--- src/rtl/mixcolumns_iter.sv ---
// Iterative AES MixColumns/InvMixColumns with bypass, COLS_PER_CYCLE columns per busy cycle.
// Latency 4/COLS_PER_CYCLE edges after acceptance (bypass: result on acceptance edge); result held in DONE until out_ready.
module mixcolumns_iter #(
  parameter int COLS_PER_CYCLE = 1,
  parameter int NUM_COLS       = 4
) (
  input  logic         clk,
  input  logic         rst,
  input  logic         in_valid,
  output logic         in_ready,
  input  logic [127:0] in_state,
  input  logic         in_inverse,
  input  logic         in_bypass,
  output logic         out_valid,
  input  logic         out_ready,
  output logic [127:0] out_state,
  output logic         busy
);

  generate
    if (NUM_COLS != 4) begin : g_bad_cols
      $fatal(1, "mixcolumns_iter: NUM_COLS must be 4");
    end
    if (COLS_PER_CYCLE != 1 && COLS_PER_CYCLE != 2 && COLS_PER_CYCLE != 4) begin : g_bad_cpc
      $fatal(1, "mixcolumns_iter: COLS_PER_CYCLE must be 1, 2 or 4");
    end
  endgenerate

  typedef enum logic [1:0] {IDLE, BUSY, DONE} state_t;

  state_t       state_q, state_d;
  logic [127:0] work_q, work_d;
  logic [127:0] out_q, out_d;
  logic         inv_q, inv_d;
  logic [1:0]   col_cnt_q, col_cnt_d;
  logic [2:0]   cnt_sum;
  logic [1:0]   grp_idx;
  logic         accept;

  function automatic logic [7:0] xtime(input logic [7:0] x);
    xtime = {x[6:0], 1'b0} ^ (x[7] ? 8'h1b : 8'h00);
  endfunction

  function automatic logic [31:0] mix_col(input logic [31:0] c, input logic inv);
    logic [7:0] a [4];
    logic [7:0] m2 [4];
    logic [7:0] m3 [4];
    logic [7:0] m9 [4];
    logic [7:0] mb [4];
    logic [7:0] md [4];
    logic [7:0] me [4];
    logic [7:0] x4, x8;
    for (int i = 0; i < 4; i++) begin
      a[i]  = c[8*i +: 8];
      m2[i] = xtime(a[i]);
      x4    = xtime(m2[i]);
      x8    = xtime(x4);
      m3[i] = m2[i] ^ a[i];
      m9[i] = x8 ^ a[i];
      mb[i] = x8 ^ m2[i] ^ a[i];
      md[i] = x8 ^ x4 ^ a[i];
      me[i] = x8 ^ x4 ^ m2[i];
    end
    if (inv) begin
      mix_col = {mb[0] ^ md[1] ^ m9[2] ^ me[3],
                 md[0] ^ m9[1] ^ me[2] ^ mb[3],
                 m9[0] ^ me[1] ^ mb[2] ^ md[3],
                 me[0] ^ mb[1] ^ md[2] ^ m9[3]};
    end else begin
      mix_col = {m3[0] ^ a[1]  ^ a[2]  ^ m2[3],
                 a[0]  ^ a[1]  ^ m2[2] ^ m3[3],
                 a[0]  ^ m2[1] ^ m3[2] ^ a[3],
                 m2[0] ^ m3[1] ^ a[2]  ^ a[3]};
    end
  endfunction

  assign in_ready = (state_q == IDLE) || (state_q == DONE && out_ready);
  assign accept   = in_valid && in_ready;
  // Carry out of the 2-bit counter marks the last column group.
  assign cnt_sum  = {1'b0, col_cnt_q} + 3'(COLS_PER_CYCLE);

  always_comb begin
    state_d   = state_q;
    work_d    = work_q;
    out_d     = out_q;
    inv_d     = inv_q;
    col_cnt_d = col_cnt_q;
    grp_idx   = col_cnt_q;
    case (state_q)
      BUSY: begin
        for (int g = 0; g < COLS_PER_CYCLE; g++) begin
          grp_idx = col_cnt_q + 2'(g);
          work_d[{grp_idx, 5'b0} +: 32] = mix_col(work_q[{grp_idx, 5'b0} +: 32], inv_q);
        end
        col_cnt_d = cnt_sum[1:0];
        if (cnt_sum[2]) begin
          state_d = DONE;
          out_d   = work_d;
        end
      end
      DONE: begin
        if (out_ready && !in_valid) state_d = IDLE;
      end
      default: ;
    endcase
    if (accept) begin
      work_d    = in_state;
      inv_d     = in_inverse;
      col_cnt_d = 2'd0;
      if (in_bypass) begin
        state_d = DONE;
        out_d   = in_state;
      end else begin
        state_d = BUSY;
      end
    end
  end

  always_ff @(posedge clk or posedge rst) begin
    if (rst) begin
      state_q   <= IDLE;
      work_q    <= '0;
      out_q     <= '0;
      inv_q     <= 1'b0;
      col_cnt_q <= 2'd0;
    end else begin
      state_q   <= state_d;
      work_q    <= work_d;
      out_q     <= out_d;
      inv_q     <= inv_d;
      col_cnt_q <= col_cnt_d;
    end
  end

  assign out_valid = (state_q == DONE);
  assign busy      = (state_q == BUSY);
  assign out_state = out_q;

endmodule

--- config.mk ---
export PLATFORM = sky130hd
export DESIGN_NAME = mixcolumns_iter
export DESIGN_NICKNAME = d
export VERILOG_FILES = /design/src/rtl/mixcolumns_iter.sv
export SDC_FILE = /design/constraint.sdc
export NUM_CORES = 1
export LEC_CHECK = 0
export ABC_AREA = 1
export CORE_MARGIN = 2
export CORE_UTILIZATION = 49
export CTS_CLUSTER_DIAMETER = 100
export CTS_CLUSTER_SIZE = 8
export DETAILED_ROUTE_END_ITERATION = 10
export PLACE_DENSITY = 0.69
export SYNTH_ARGS = -nofsm -noshare
export SYNTH_HDL_FRONTEND = slang
export SYNTH_SLANG_ARGS = --single-unit
export TNS_END_PERCENT = 10
--- constraint.sdc ---
create_clock -name clk -period 13.92 [get_ports clk]
set_clock_uncertainty 0.05 [all_clocks]
set_input_delay 1.392 -clock clk [delete_from_list [all_inputs] [get_ports clk]]
set_output_delay 1.392 -clock clk [all_outputs]
set_load 0.05 [all_outputs]
==> results of run 1 <==
[worst max-delay path, stage by stage]
cell	delay, ns
clkdlybuf4s50_1	0.39
inv_1	0.07
o21bai_1	0.07
nand2_1	0.64
clkinv_2	1.11
nor2_4	0.31
buf_4	0.78
clkinv_1	0.89
buf_4	0.53
o211ai_1	0.26
[stage by stage]
stage	area, um^2	util	setup WS [ns]	hold WS, ns
5_1_grt	24240	0.5909	7.602	0.4916
3_5_place_dp	23230	0.5663	7.440	0.4638
2_1_floorplan	20460	-	5.295	0.4369
3_3_place_gp	23230	0.5663	7.459	0.4560
6_report	24240	0.5909	7.800	0.4778
4_1_cts	24240	0.5909	8.000	0.4780
[cells in the mapped netlist (all sizes together)]
cell type / number / area [um^2]
xor2: 108 / 998.5
a22o: 1 / 8.760
nand2: 1469 / 5677
or2: 12 / 75.07
mux2i: 1 / 13.76
nor3: 2 / 15.01
o22ai: 29 / 181.4
a21oi: 11 / 55.05
xnor2: 73 / 782.0
nor2: 98 / 382.9
dfrtp: 261 / 6531
a22oi: 1 / 7.510
inv: 236 / 885.9
o21ai: 238 / 1191
o221ai: 21 / 183.9
nand4: 33 / 206.5
o211ai: 38 / 285.3
nand3b: 9 / 67.56
a21o: 2 / 15.01
buf: 63 / 375.4
clkinv: 2 / 7.510
clkbuf: 104 / 390.4
nand3: 372 / 1877
ha: 9 / 112.6
o21bai: 18 / 135.1
[worst max-delay path by stage]
| stage | slack (ns) | endpoint | start | cells after the start |
|---|---|---|---|---|
| 6_report | 7.80 | work_q[74]$_DFFE_PP0P_ | out_ready | 10 |
| 5_1_grt | 7.60 | work_q[4]$_DFFE_PP0P_ | out_ready | 10 |
| 4_1_cts | 8.00 | work_q[79]$_DFFE_PP0P_ | out_ready | 10 |
| 3_5_place_dp | 7.44 | work_q[72]$_DFFE_PP0P_ | out_ready | 10 |
| 3_3_place_gp | 7.46 | col_cnt_q[0]$_DFFE_PP0P_ | out_ready | 12 |
| 2_1_floorplan | 5.29 | col_cnt_q[0]$_DFFE_PP0P_ | rst | 1 |
[cell type report]
cell class / instances / share of cell area
Tap cell: 532 / 0.02746
Timing Repair Buffer: 287 / 0.1161
Sequential cell: 261 / 0.2696
Multi-Input combinational cell: 2545 / 0.5078
Inverter: 238 / 0.03732
Clock buffer: 42 / 0.04026
Clock inverter: 3 / 0.001394
[cell usage in the layout (no fill, tap or decap), types with 3 or more instances in the layout]
master / netlist / layout
ha_1: 9 / 9
xnor2_1: 60 / 60
inv_1: 210 / 207
xor2_1: 101 / 101
nand2_1: 1414 / 1412
nor2_4: 1 / 3
o21bai_1: 18 / 18
nor2_2: 3 / 4
o211ai_1: 38 / 38
clkbuf_1: 104 / 3
inv_2: 26 / 26
o21ai_1: 56 / 56
dfrtp_1: 261 / 259
nand2_4: 5 / 6
xor2_2: 7 / 7
nand4_1: 33 / 33
nand3b_1: 9 / 9
a21oi_1: 11 / 11
or2_1: 4 / 4
o21ai_0: 182 / 182
nand3_2: 3 / 3
o22ai_1: 29 / 29
o221ai_1: 21 / 21
buf_4: 7 / 23
or2_2: 8 / 8
xnor2_4: 4 / 4
nand2_2: 50 / 51
clkbuf_16: 0 / 38
xnor2_2: 9 / 9
clkdlybuf4s50_1: 0 / 264
nand3_1: 369 / 369
nor2_1: 94 / 91
[sequential cells by signal, indices dropped and copies added (netlist names)]
name	count
out_state	128
work_q	128
col_cnt_q	2
state_q	2
inv_q	1
[cells by family (layout without fill, tap and decap cells)]
| group | count (synthesis) | in the layout | share of synthesized area |
|---|---|---|---|
| AO/OA/AOI/OAI | 359 | 359 | 0.1008 |
| XOR/XNOR | 181 | 181 | 0.08702 |
| AND/OR/NAND/NOR | 1995 | 1995 | 0.4057 |
| multiplexers | 1 | 1 | 0.0006725 |
| flip-flops | 261 | 261 | 0.3192 |
| buffers and inverters | 405 | 570 | 0.08109 |
| adder cells (fa/ha/maj) | 9 | 9 | 0.005504 |
[routing by layer]
| layer | global-route usage | up-vias | wire length, um |
|---|---|---|---|
| met1 | 0.5282 | 11163 | 33820 |
| li1 | - | 10574 | - |
| met4 | 0.2900 | 2 | 7726 |
| met5 | 0 | - | 15 |
| met2 | 0.6619 | 1587 | 41270 |
| met3 | 0.08226 | 362 | 10360 |
==> metrics, run 1 <==
final hold vios 0; Mean Syn Cell Area 6.372 um^2; R2R setup slack 8.19 ns; Reg area 6534 um^2; Num CTS Buffers 38; Fillers 3948; Data required, critical path 14.32 ns; reg2reg end work_q[43]$_DFFE_PP0P_; htree depth 2; max cap viols 0; clk root buf clkbuf_16; Routed Antenna Nets 0; FF-to-FF Start col_cnt_q[0]$_DFFE_PP0P_; Worst setup SP type primary input; Tcrit/Tclk final 0.4397; RSZ-0062 raised after global routing false; share of post-route cells with drive strength above 1 0.05746; CTS max path bufs 3; Min-Delay Path Class flop to flop; IO Pins 265; pin count of the biggest net entering global routing 119; flops & latches, synth 261; die outline width 208.3 um; first-pass GRT wire length 139100 um; grt ovf 0; count of pins over their slew limit 0; GRT Total Usage 0.4226; R2R depth 24; Port Buffer Count 264; area occupied by multi-input gates 12310 um^2; antenna cells 0; Synthesis Warnings 0; Hold Crit Depth 2; hold_sp work_q[76]$_DFFE_PP0P_; fmax 163.4 MHz; initial antenna violation count 2; Sum Neg Setup Slack 0 ns; hpwl dp 68280 um; # setup viols final 0; Skew-Pair Late Insertion Delay 0.55 ns; die height 208.3 um; Initial Util 0.4988; dpl cells 3863; PostCTS Resize Cnt 0; Worst-path clk slew 0.05 ns; via count 23688; critical path class primary input to flop; Endpoint, Worst Hold work_q[76]$_DFFE_PP0P_; die area 43410 um^2; WL final 93190 um; Mapped Nets 3354; hold buffers post-CTS 0; Post-Synthesis Cells 3211; initial drt markers 3185; CTS tree done; TritonCTS Sinks 261; Worst-Margin Slew 1.247 ns; outcome finished, final reports clean; Mapped Area 20460 um^2; std cell rows 74; number of remaining DRC errors 0; Post-CTS Setup Bufs 0; vias in the first global route 22543; count of different cell masters after synthesis 40; Critical Path AT 6.52 ns; RD Place Congestion 1.035; Core Area 41020 um^2; WL/cell 23.85 um; Net count, final 3514; min Tclk post-route 6.120 ns; sequential share of the synthesized area 0.3192; relative slew slack 0.1680; non-filler instance count after layout 3908; DRT Pass-1 Iters 6; area delta synth->final 18.46%; crit path max fanout 79; CP Capture Type flop; vias per inst 6.061
Power of run 1 is not shown: default switching activity piles up to over one toggle a cycle in this logic, so the estimate is an artifact.
==> run 2, diff against run 1 <==
--- a/config.mk
+++ b/config.mk
@@ -11,7 +11,7 @@
 export CTS_CLUSTER_DIAMETER = 100
 export CTS_CLUSTER_SIZE = 8
 export DETAILED_ROUTE_END_ITERATION = 10
-export PLACE_DENSITY = 0.69
+export PLACE_DENSITY = 0.72
 export SYNTH_ARGS = -nofsm -noshare
 export SYNTH_HDL_FRONTEND = slang
 export SYNTH_SLANG_ARGS = --single-unit
==> constraint.sdc (replaced) <==
create_clock -name clk -period 4.9 [get_ports clk]
set_clock_uncertainty 0.05 [all_clocks]
set_input_delay 0.49 -clock clk [delete_from_list [all_inputs] [get_ports clk]]
set_output_delay 0.49 -clock clk [all_outputs]
set_load 0.05 [all_outputs]
==> run 2 against run 1 <==
Effect of this change: setup slack worse by 7.3 ns; cell count up 0.77%; highest routed layer unchanged; wire length grew 5.3%; sequential cell count unchanged.
==> metrics, run 2 (synthesis gave the netlist of run 1 again) <==
TritonCTS Sinks 261; Routed Antenna Nets 0; Min-Delay Path Class primary input to asynchronous set/reset pin; Num CTS Buffers 38; critical path class flop to flop; Tcrit/Tclk final 0.9013; RSZ-0062 raised after global routing false; CP Capture Type flop; first-pass GRT wire length 145000 um; PostCTS Resize Cnt 0; via count 24045; Post-CTS Setup Bufs 0; Critical Path AT 4.83 ns; pin count of the biggest net entering global routing 159; relative slew slack 0.1495; WL/cell 24.91 um; clk root buf clkbuf_16; grt ovf 0; worst-path cell chain inv_2 -> buf_4 -> nand2_1 -> nand2_1 -> nand2_1 -> nand2_1 -> nand2_1 -> nand2_2 -> xor2_1 -> inv_1 -> or2_1 -> nand3_1 -> nand3_1 -> o21ai_1 -> nor2_1 -> o21ai_1; final hold vios 0; die outline width 208.3 um; share of post-route cells with drive strength above 1 0.06606; area occupied by multi-input gates 12300 um^2; Worst-path clk slew 0.05 ns; Initial Util 0.4988; outcome finished, final reports clean; vias in the first global route 22643; vias per inst 6.106; CTS max path bufs 3; min Tclk post-route 4.416 ns; CTS tree done; Reg area 6534 um^2; htree depth 2; Port Buffer Count 264; IO Pins 265; max cap viols 0; Data required, critical path 5.31 ns; hpwl dp 73440 um; fmax 226.4 MHz; crit path max fanout 26; count of pins over their slew limit 0; die height 208.3 um; hold buffers post-CTS 0; Worst-Margin Slew 1.276 ns; die area 43410 um^2; GRT Total Usage 0.4428; initial drt markers 3445; CP peak stage delay 0.57 ns; crit-path most repeated cell nand2_1; DRT Pass-1 Iters 6; most frequent cells in the layout 1412 x nand2_1, 369 x nand3_1, 264 x clkdlybuf4s50_1; RD Place Congestion 1.046; Sum Neg Setup Slack 0 ns; Net count, final 3546; Core Area 41020 um^2; area delta synth->final 19.89%; most common cell after layout, fill and taps aside nand2_1; number of remaining DRC errors 0; Fillers 3785; # setup viols final 0; std cell rows 74; Skew-Pair Late Insertion Delay 0.54 ns; slowest cell on the critical path o21ai_1; initial antenna violation count 1; Worst setup SP type flop; WL final 98100 um; antenna cells 0
==> run 2: through the flow <==
stage	instance area [um^2]	hold slack, ns	cells	utilization	setup slack [ns]
2_1_floorplan	20460	0.4369	3211	-	0.9184
3_3_place_gp	23530	0.4566	3895	0.5738	0.7630
3_5_place_dp	23530	0.4604	3895	0.5738	0.7663
4_1_cts	24530	0.4615	3938	0.5981	0.7625
5_1_grt	24530	0.4876	3938	0.5981	0.4119
6_report	24530	0.4259	3938	0.5981	0.4835
==> run 2: layout make-up <==
| cell class | instances | area share |
|---|---|---|
| repair buffers | 319 | 0.1276 |
| well taps | 532 | 0.02713 |
| multi-input cells | 2545 | 0.5015 |
| flip-flops and latches | 261 | 0.2663 |
| inverters | 238 | 0.03672 |
| clock inverters | 2 | 0.0005611 |
| clock buffers | 41 | 0.04009 |
==> run 2: worst paths after layout <==
kind / startpoint / end / slack (ns) / cells after the start
max in group asynchronous: rst / work_q[13]$_DFFE_PP0P_ / 3.46 / 3
hold / removal: rst / out_state[126]$_DFF_PP0_ / 0.43 / 3
hold reg to reg: work_q[46]$_DFFE_PP0P_ / work_q[46]$_DFFE_PP0P_ / 0.48 / 2
min in group clk: in_inverse / inv_q$_DFFE_PP0P_ / 0.46 / 3
setup / recovery: col_cnt_q[0]$_DFFE_PP0P_ / out_state[65]$_DFF_PP0_ / 0.48 / 16
setup reg to reg: col_cnt_q[0]$_DFFE_PP0P_ / out_state[65]$_DFF_PP0_ / 0.48 / 16
==> run 2: worst max-delay path: cells and delay by family, from the launching register on <==
family	cells	cell delay [ns]
AO/OA/AOI/OAI	2	0.72
XOR/XNOR	1	0.42
buffers and inverters	3	0.89
flip-flops	1	0.42
AND/OR/NAND/NOR	10	1.83
==> run 2: per-layer routing <==
metal	vias up	GRT usage	routed length, um
li1	10630	-	-
met1	11294	0.5560	35370
met2	1725	0.6736	42720
met3	394	0.09283	11270
met4	2	0.3285	8720
met5	-	0	13
Power of run 2 is left out for the same reason.
